[src/rtl/bcd_arb_pkg.sv]
// Shared encodings and helpers for the bcd_conv_arbiter slice.
// The optional converter watchdog is enabled by defining BCD_ARB_TIMEOUT_EN.
package bcd_arb_pkg;

    typedef logic [2:0] state_t;

    localparam state_t ST_IDLE  = 3'd0;
    localparam state_t ST_GRANT = 3'd1;
    localparam state_t ST_CONV  = 3'd2;
    localparam state_t ST_DONE  = 3'd3;
    localparam state_t ST_GAP   = 3'd4;

    // Result word delivered when the watchdog abandons a conversion.
    localparam logic [15:0] BCD_ERR_WORD = 16'hFFFF;

    function automatic int wrap_inc(input int v, input int n);
        return (v + 1 >= n) ? 0 : v + 1;
    endfunction

endpackage

[src/rtl/bcd_conv_arbiter_rr_pick.sv]
// Combinational round-robin selector: first asserted request at or after ptr_i,
// wrapping modulo N_REQ, returned both as an index and as a one-hot vector.
module rr_pick #(
    parameter int N_REQ = 4,
    parameter int PW    = 2
) (
    input  logic [N_REQ-1:0] req_i,
    input  logic [PW-1:0]    ptr_i,
    output logic [N_REQ-1:0] onehot_o,
    output logic [PW-1:0]    idx_o,
    output logic             valid_o
);

    always_comb begin
        int          cand;
        logic [PW-1:0] cand_idx;
        onehot_o = '0;
        idx_o    = '0;
        valid_o  = 1'b0;
        cand     = 0;
        cand_idx = '0;
        // Scan from the farthest offset down so the nearest hit is written last.
        for (int off = N_REQ - 1; off >= 0; off--) begin
            cand = int'(ptr_i) + off;
            if (cand >= N_REQ) begin
                cand = cand - N_REQ;
            end
            cand_idx = cand[PW-1:0];
            if (req_i[cand_idx]) begin
                idx_o   = cand_idx;
                valid_o = 1'b1;
            end
        end
        if (valid_o) begin
            onehot_o[idx_o] = 1'b1;
        end
    end

endmodule

[src/rtl/bcd_conv_arbiter.sv]
// Round-robin scheduler sharing one val_bcd converter among N_REQ requesters.
// Define BCD_ARB_TIMEOUT_EN to add the CONV-state watchdog and sticky err flag.
module bcd_conv_arbiter
    import bcd_arb_pkg::*;
#(
    parameter int N_REQ   = 4,
    parameter int DATA_W  = 12,
    parameter int BCD_W   = 16,
    parameter int TIMEOUT = 4095
) (
    input  logic                    clk,
    input  logic                    rst,
    input  logic [N_REQ-1:0]        req,
    input  logic [N_REQ*DATA_W-1:0] req_data,
    output logic [N_REQ-1:0]        gnt,
    output logic [N_REQ-1:0]        done,
    output logic [BCD_W-1:0]        bcd_out,
    output logic                    busy,
    output logic                    err,
    output logic                    conv_en,
    output logic [DATA_W-1:0]       conv_cnt,
    input  logic                    conv_rdy,
    input  logic [BCD_W-1:0]        conv_bcd
);

    localparam int PW = (N_REQ > 1) ? $clog2(N_REQ) : 1;

    state_t              state_q, state_d;
    logic [PW-1:0]       win_q, win_d;
    logic [PW-1:0]       ptr_q, ptr_d;
    logic [N_REQ-1:0]    gnt_q, gnt_d;
    logic [N_REQ-1:0]    done_q, done_d;
    logic [BCD_W-1:0]    bcd_q, bcd_d;
    logic                conv_en_q, conv_en_d;
    logic [DATA_W-1:0]   conv_cnt_q, conv_cnt_d;
    logic                timeout_hit;

    logic [N_REQ-1:0]    pick_onehot;
    logic [PW-1:0]       pick_idx;
    logic                pick_valid;
    logic [DATA_W-1:0]   data_arr [N_REQ];

    genvar gi;
    generate
        for (gi = 0; gi < N_REQ; gi++) begin : g_unpack
            assign data_arr[gi] = req_data[gi*DATA_W +: DATA_W];
        end
    endgenerate

    rr_pick #(
        .N_REQ (N_REQ),
        .PW    (PW)
    ) u_pick (
        .req_i    (req),
        .ptr_i    (ptr_q),
        .onehot_o (pick_onehot),
        .idx_o    (pick_idx),
        .valid_o  (pick_valid)
    );

    always_ff @(posedge clk or posedge rst) begin
        if (rst) begin
            state_q    <= ST_IDLE;
            win_q      <= '0;
            ptr_q      <= '0;
            gnt_q      <= '0;
            done_q     <= '0;
            bcd_q      <= '0;
            conv_en_q  <= 1'b0;
            conv_cnt_q <= '0;
        end else begin
            state_q    <= state_d;
            win_q      <= win_d;
            ptr_q      <= ptr_d;
            gnt_q      <= gnt_d;
            done_q     <= done_d;
            bcd_q      <= bcd_d;
            conv_en_q  <= conv_en_d;
            conv_cnt_q <= conv_cnt_d;
        end
    end

    always_comb begin
        state_d = state_q;
        case (state_q)
            ST_IDLE:  if (pick_valid) state_d = ST_GRANT;
            ST_GRANT: state_d = ST_CONV;
            ST_CONV:  if (conv_rdy || timeout_hit) state_d = ST_DONE;
            ST_DONE:  state_d = ST_GAP;
            ST_GAP:   state_d = ST_IDLE;
            default:  state_d = ST_IDLE;
        endcase
    end

    always_comb begin
        win_d      = win_q;
        ptr_d      = ptr_q;
        gnt_d      = gnt_q;
        done_d     = '0;
        bcd_d      = bcd_q;
        conv_en_d  = conv_en_q;
        conv_cnt_d = conv_cnt_q;
        case (state_q)
            ST_IDLE: begin
                if (pick_valid) begin
                    win_d = pick_idx;
                    gnt_d = pick_onehot;
                end
            end
            ST_GRANT: begin
                // Operand is captured exactly once; later req_data edits are ignored.
                conv_cnt_d = data_arr[win_q];
                conv_en_d  = 1'b1;
            end
            ST_CONV: begin
                if (conv_rdy) begin
                    bcd_d     = conv_bcd;
                    conv_en_d = 1'b0;
                    done_d    = gnt_q;
                end else if (timeout_hit) begin
                    bcd_d     = BCD_W'(BCD_ERR_WORD);
                    conv_en_d = 1'b0;
                    done_d    = gnt_q;
                end
            end
            ST_DONE: begin
                gnt_d = '0;
                ptr_d = PW'(wrap_inc(int'(win_q), N_REQ));
            end
            default: begin
                conv_en_d = 1'b0;
            end
        endcase
    end

`ifdef BCD_ARB_TIMEOUT_EN
    localparam int TW = $clog2(TIMEOUT + 1);

    logic [TW-1:0] tmo_q, tmo_d;
    logic          err_q, err_d;

    always_comb begin
        tmo_d       = (state_q == ST_CONV) ? tmo_q + 1'b1 : '0;
        timeout_hit = (state_q == ST_CONV) && (tmo_q == TW'(TIMEOUT - 1)) && !conv_rdy;
        err_d       = err_q | timeout_hit;
    end

    always_ff @(posedge clk or posedge rst) begin
        if (rst) begin
            tmo_q <= '0;
            err_q <= 1'b0;
        end else begin
            tmo_q <= tmo_d;
            err_q <= err_d;
        end
    end

    assign err = err_q;
`else
    assign timeout_hit = 1'b0;
    assign err         = 1'b0;
`endif

    assign gnt      = gnt_q;
    assign done     = done_q;
    assign bcd_out  = bcd_q;
    assign busy     = (state_q != ST_IDLE);
    assign conv_en  = conv_en_q;
    assign conv_cnt = conv_cnt_q;

endmodule

[config.mk]
export PLATFORM = sky130hd
export DESIGN_NAME = bcd_conv_arbiter
export DESIGN_NICKNAME = d
export VERILOG_FILES = /design/src/rtl/bcd_arb_pkg.sv /design/src/rtl/bcd_conv_arbiter_rr_pick.sv /design/src/rtl/bcd_conv_arbiter.sv
export SDC_FILE = /design/constraint.sdc
export NUM_CORES = 1
export LEC_CHECK = 0
export CORE_MARGIN = 10
export CORE_UTILIZATION = 42
export DETAILED_ROUTE_END_ITERATION = 8
export PLACE_DENSITY = 0.85
export SLEW_MARGIN = 25
export SYNTH_ARGS = -nofsm -noshare
export SYNTH_HDL_FRONTEND = slang
export SYNTH_SLANG_ARGS = --single-unit
[constraint.sdc]
create_clock -name clk -period 3.7 [get_ports clk]
set_input_delay 1.11 -clock clk [delete_from_list [all_inputs] [get_ports clk]]
set_output_delay 1.11 -clock clk [all_outputs]
set_load 0.005 [all_outputs]
# After elaboration in Yosys (flattened, before gate mapping)
# Index checks and enable logic that the tools add are counted.
[classes]
addsub = 8
magnitude_cmp = 12
eq_ne = 5
muxes = 35
bitwise_logic = 2
n_reduce_logical = 10
[ops]
columns = ["op", "count"]
rows = [
  ["binary-select mux 12 bit (select 2 bit)", 1],
  ["2-to-1 mux 12 bit", 2],
  ["2-to-1 mux 2 bit", 9],
  ["greater-or-equal comparator 3 bit (second input constant)", 5],
  ["< comparator 2 x 3 -> 1 bit (second input constant)", 5],
  ["2-to-1 mux 4 bit", 3],
  ["one-hot mux 3 bit (4 select lines)", 1],
  ["2-to-1 mux 1 bit", 10],
  ["AND reduction 2 bit", 5],
  ["binary-select mux 1 bit (select 2 bit)", 4],
  ["one-hot mux 4 bit (2 select lines)", 1],
  ["subtractor 2 x 1 -> 2 bit (second input constant)", 4],
  ["adder 2 x 1 -> 3 bit (second input constant)", 2],
  ["adder 2 x 2 -> 3 bit (second input constant)", 2],
  ["equality test 3 x 2 -> 1 bit (second input constant)", 2],
  ["2-to-1 mux 3 bit", 2],
  ["!= test 2 bit (second input constant)", 2],
  ["equality test 3 x 1 -> 1 bit (second input constant)", 1],
  ["greater-or-equal comparator 2 x 3 -> 1 bit (second input constant)", 1],
  ["logical NOT 3 bit", 1],
  ["inverter 2 -> 3 bit", 1],
  ["one-hot mux 1 bit (3 select lines)", 1],
  ["nonzero test 3 bit", 1],
  ["demux 1 bit (select 2 bit)", 1],
  ["other kinds (5)", 5],
]
[word_totals]
reg_bits = 44
input_bits = 71
out_inout_bits = 39
elab_cells = 80

# Logic depth before layout (Yosys ltp)
[logic_depth]
depth_word = 15
mapped_depth = 5
mapped_depth_nobuf = 4

# Cells and area by module
# Synthesis repeated with hierarchy kept, for this count alone.
[unflattened]
cells_unflattened = 186
hier_area_um2 = 2210.9
[by_module_without_submodules]
columns = ["module", "instances", "cells_per_inst", "area_each_um2", "seq_area_each_um2"]
rows = [
  ["bcd_conv_arbiter", 1, 153, 1999.4, 1101.1],
  ["rr_pick", 1, 33, 211.5, 0.0],
]

# Worst setup path before layout
# Ideal clock, no wire load.
[synth_timing]
path_kind = "input -> register"
start = "input port conv_rdy"
end = "register bcd_q[10], in the netlist bcd_out[10]"
setup_time_ns = 0.125
t_arrival_ns = 2.010
required_time_ns = 3.575
setup_slack_ns = 1.565
stages = 4
n_path_buf = 1
path_cell_list = "inv_1 > nor4b_2 > buf_2 > mux2_2"
[synth_via]
elab_chain_len = 1
[synth_rtl]
columns = ["item", "line", "text"]
rows = [
  ["from (decl)", "bcd_conv_arbiter.sv:22", "input logic conv_rdy,"],
  ["AND reduction 2 bit (no line)", "-", ""],
  ["to (signal assigned)", "bcd_conv_arbiter.sv:68", "bcd_q <= '0;"],
  ["to (signal assigned)", "bcd_conv_arbiter.sv:77", "bcd_q <= bcd_d;"],
  ["to (decl)", "bcd_conv_arbiter.sv:33", "logic [BCD_W-1:0] bcd_q, bcd_d;"],
]
# Every way passes these cells.
# A chain may end at the register's enable or synchronous reset.

# Final worst setup path
[layout_timing]
start = "register state_q[1]"
end = "output port busy"
[layout_via]
elab_chain_len = 1
[layout_rtl]
columns = ["item", "line", "text"]
rows = [
  ["from (decl)", "bcd_conv_arbiter.sv:28", "state_t state_q, state_d;"],
  ["from (signal assigned)", "bcd_conv_arbiter.sv:72", "state_q <= state_d;"],
  ["nonzero test 3 bit", "bcd_conv_arbiter.sv:167", "assign busy = (state_q != ST_IDLE);"],
  ["to (decl)", "bcd_conv_arbiter.sv:18", "output logic busy,"],
]
# Every way passes these cells.

==> flow_summary.yaml <==
drt:
  postRouteWirelength_um: 5830
  detail_route.first_pass.iterations: 4
  route.detailed.wl_per_inst_um: 18.3
  route.antenna.remaining_nets: 0
  num_vias: 1580
  initialDrtViolationCount: 50
  detail_route.vias_per_cell: 4.97
  drc: 0
placement:
  place.gp.congestion: 0.761
  dp.cells: 310
  dp.final_hpwl_um: 4680
  numPortBuffers: 108
  post_dp_cell_area_um2: 3190
  place_worst_setup_slack_ns: 1.06
cts:
  cts_tree: "built"
  path_clk_slew_ns: 0.08
  postCtsSetupBuffers: 0
  clock_latency_of_the_later_clocked_register_in_the_worst_skew_pair_ns: 0.29
  cts.hold.buffers_added: 0
  cts_resized: 0
  clock_tree.htree_level_count: 2
  clock_sink_count: 44
  cts_root_buf: "clkbuf_8"
  maximum_clock_insertion_buffer_count: 2
  cts_made_buffers: 5
die:
  die_area_um2: 8090
  initial_core_util_pct: 43.5
  row_count: 25
  die_height_um: 90.0
  top_level_ports: 110
  chipWidth_um: 90.0
  design.core.area_um2: 4720
logic_synthesis:
  synth_seq_area_share_pct: 53.6
  predominant_post_synthesis_flop_cell: "dfrtp_1"
  synth.avg_cell_area_um2: 14.4
  synth-edff-count: 0
  share_of_flip_flops_with_an_asynchronous_set_or_reset_pct: 100
  post_synthesis_net_count: 215
  synth_warnings: 0
  netlist-cell-type-count: 36
  yosys_register_bits: 44
  postSynthCellCount: 143
  syn_area_um2: 2060
grt:
  antenna_found_initial: 0
  grt_first_pass_wirelength_um: 9620
  number_of_global_route_vias_before_repair: 1780
  grt.overflow.total: 0
  global_route.usage.total_pct: 15.0
  grt_start_max_net_pins: 45
finish:
  final_layout_size_suffix_gt1_share_pct: 21.9
  instances_no_fill: 318
  most-common-layout-cells: "108 x clkdlybuf4s50_1, 44 x dfrtp_1, 28 x mux2_2"
  final_core_utilization_pct: 69.7
  multi_input_area_um2: 902
  final_common_cell: "clkdlybuf4s50_1"
  postLayoutCellArea_um2: 3290
  register_area_um2: 1100
  nets: 322
  num-fill-cells: 355
  synthesis_to_layout_area_growth_pct: 60.1
  count_of_antenna_diodes_in_the_layout: 0
timing:
  finalHoldViolations: 0
  fin_worst_skew_ns: 0.00724
  setup_violations: 0
  timing.setup.tns_ns: 0
  fmax_mhz: 359
  tightestPinTransition_ns: 0.888
  period_share_pct: 75.3
  smallest_setup_slack_after_layout_ns: 0.914
  grt_setup_unrepaired: "false"
  max_slew_violation_total_from_the_final_report: 0
  max_slew_margin_pct: 40.7
  timing.final.crit_period_ns: 2.79
flow_run:
  maxCapViolCount: 0
critical_path:
  worst-path-max-fanout: 6
  crit_chain: "or3_4, clkdlybuf4s50_1"
  worstSetupEndpointType: "output pin"
  timing.critical_path.required_ns: 2.59
  worstSetupPathType: "reg -> out"
  critPathSlowestCell: "dfrtp_1"
  worstSetupStartpointType: "register"
  crit_path_max_incr_delay_ns: 0.48
  worst_reg2reg_setup_slack_ns: 1.79
  critPathArrivalTime_ns: 1.68
status:
  run_status: "complete, no violations"
hold_path:
  worst_hold_path_type: "reg -> reg"
power_and_ir_drop:
  p_leak_nw: 1.33
  powerDensity_nw_per_um2: 711
  vdd.ir_drop.worst_mv: 0.341
[routing by layer]
metal	up-vias	global-route usage [%]	wire, um
met5	-	0	0
met4	0	6.10	136
met3	11	4.82	322
met2	51	27.7	3310
met1	782	15.1	2060
li1	736	-	-
[cell type report]
| cell class | count | area share, % |
|---|---|---|
| multi-input cells | 85 | 27.4 |
| clock buffers | 6 | 2.51 |
| repair buffers | 109 | 33.1 |
| clock inverters | 2 | 0.456 |
| well taps | 67 | 2.55 |
| inverters | 5 | 0.570 |
| flip-flops and latches | 44 | 33.4 |
[state kept, by name (all words and copies together) (netlist names)]
name,count
bcd_out,16
conv_cnt,12
conv_en,1
done,4
gnt,4
ptr_q,2
state_q,3
win_q,2
[worst paths after layout]
| path | start | to | cells past startpoint |
|---|---|---|---|
| setup / recovery | state_q[1]$_DFFE_PP0P_ | busy | 2 |
| hold / removal | gnt[0]$_DFFE_PP0P_ | done[0]$_DFF_PP0_ | 1 |
| setup reg to reg | win_q[0]$_DFFE_PP0P_ | conv_cnt[8]$_DFFE_PP0P_ | 2 |
| hold reg to reg | gnt[0]$_DFFE_PP0P_ | done[0]$_DFF_PP0_ | 1 |
| max in group asynchronous | rst | bcd_out[14]$_DFFE_PP0P_ | 2 |
| min in group asynchronous | rst | conv_cnt[2]$_DFFE_PP0P_ | 2 |
[critical path, delay by kind of cell, from the launching register on]
| kind | cells | cell delay, ns |
|---|---|---|
| DFF | 1 | 0.48 |
| buffers and inverters | 1 | 0.47 |
| and+or+nand+nor | 1 | 0.44 |
[synthesized netlist by cell type (2+ instances only)]
cell	number	share of area (%)
dfrtp_1	44	54
a21oi_1	2	0.49
o21ai_0	4	0.97
nand2b_1	2	0.61
mux2_2	28	15
buf_2	4	0.97
buf_4	2	0.73
nand3_1	2	0.49
inv_1	5	0.91
clkbuf_1	2	0.37
o31ai_1	2	0.73
and2_1	4	1.2
nand2_1	6	1.1
mux4_2	12	13
nor2_1	2	0.37
and3_1	2	0.61
[metrics by stage]
step	power, mW	hold slack (ns)
floorplan	1.46	0.491
global placement	2.01	0.489
detailed placement	2.05	0.490
CTS	2.37	0.508
global route	2.52	0.525
finish	2.34	0.506
[report_power, final]
group          internal (mW)  switching, mW  total, mW
sequential             0.705          0.211      0.915
combinational          0.767          0.348       1.12
clock                  0.151          0.159      0.310
total                   1.62          0.718       2.34
[cells by family (layout without fill, tap and decap cells)]
| logic type | count (synthesis) | count (layout) | synth area share (%) |
|---|---|---|---|
| buffers and inverters | 14 | 122 | 3.53 |
| adder cells (fa/ha/maj) | 1 | 1 | 0.609 |
| AO/OA/AOI/OAI | 16 | 16 | 5.30 |
| XOR/XNOR | 1 | 1 | 0.426 |
| other | 1 | 1 | 0.182 |
| flip-flops | 44 | 44 | 53.6 |
| AND/OR/NAND/NOR | 25 | 25 | 7.43 |
| multiplexers | 41 | 41 | 29.0 |
Power figures use the tool's default switching activity.
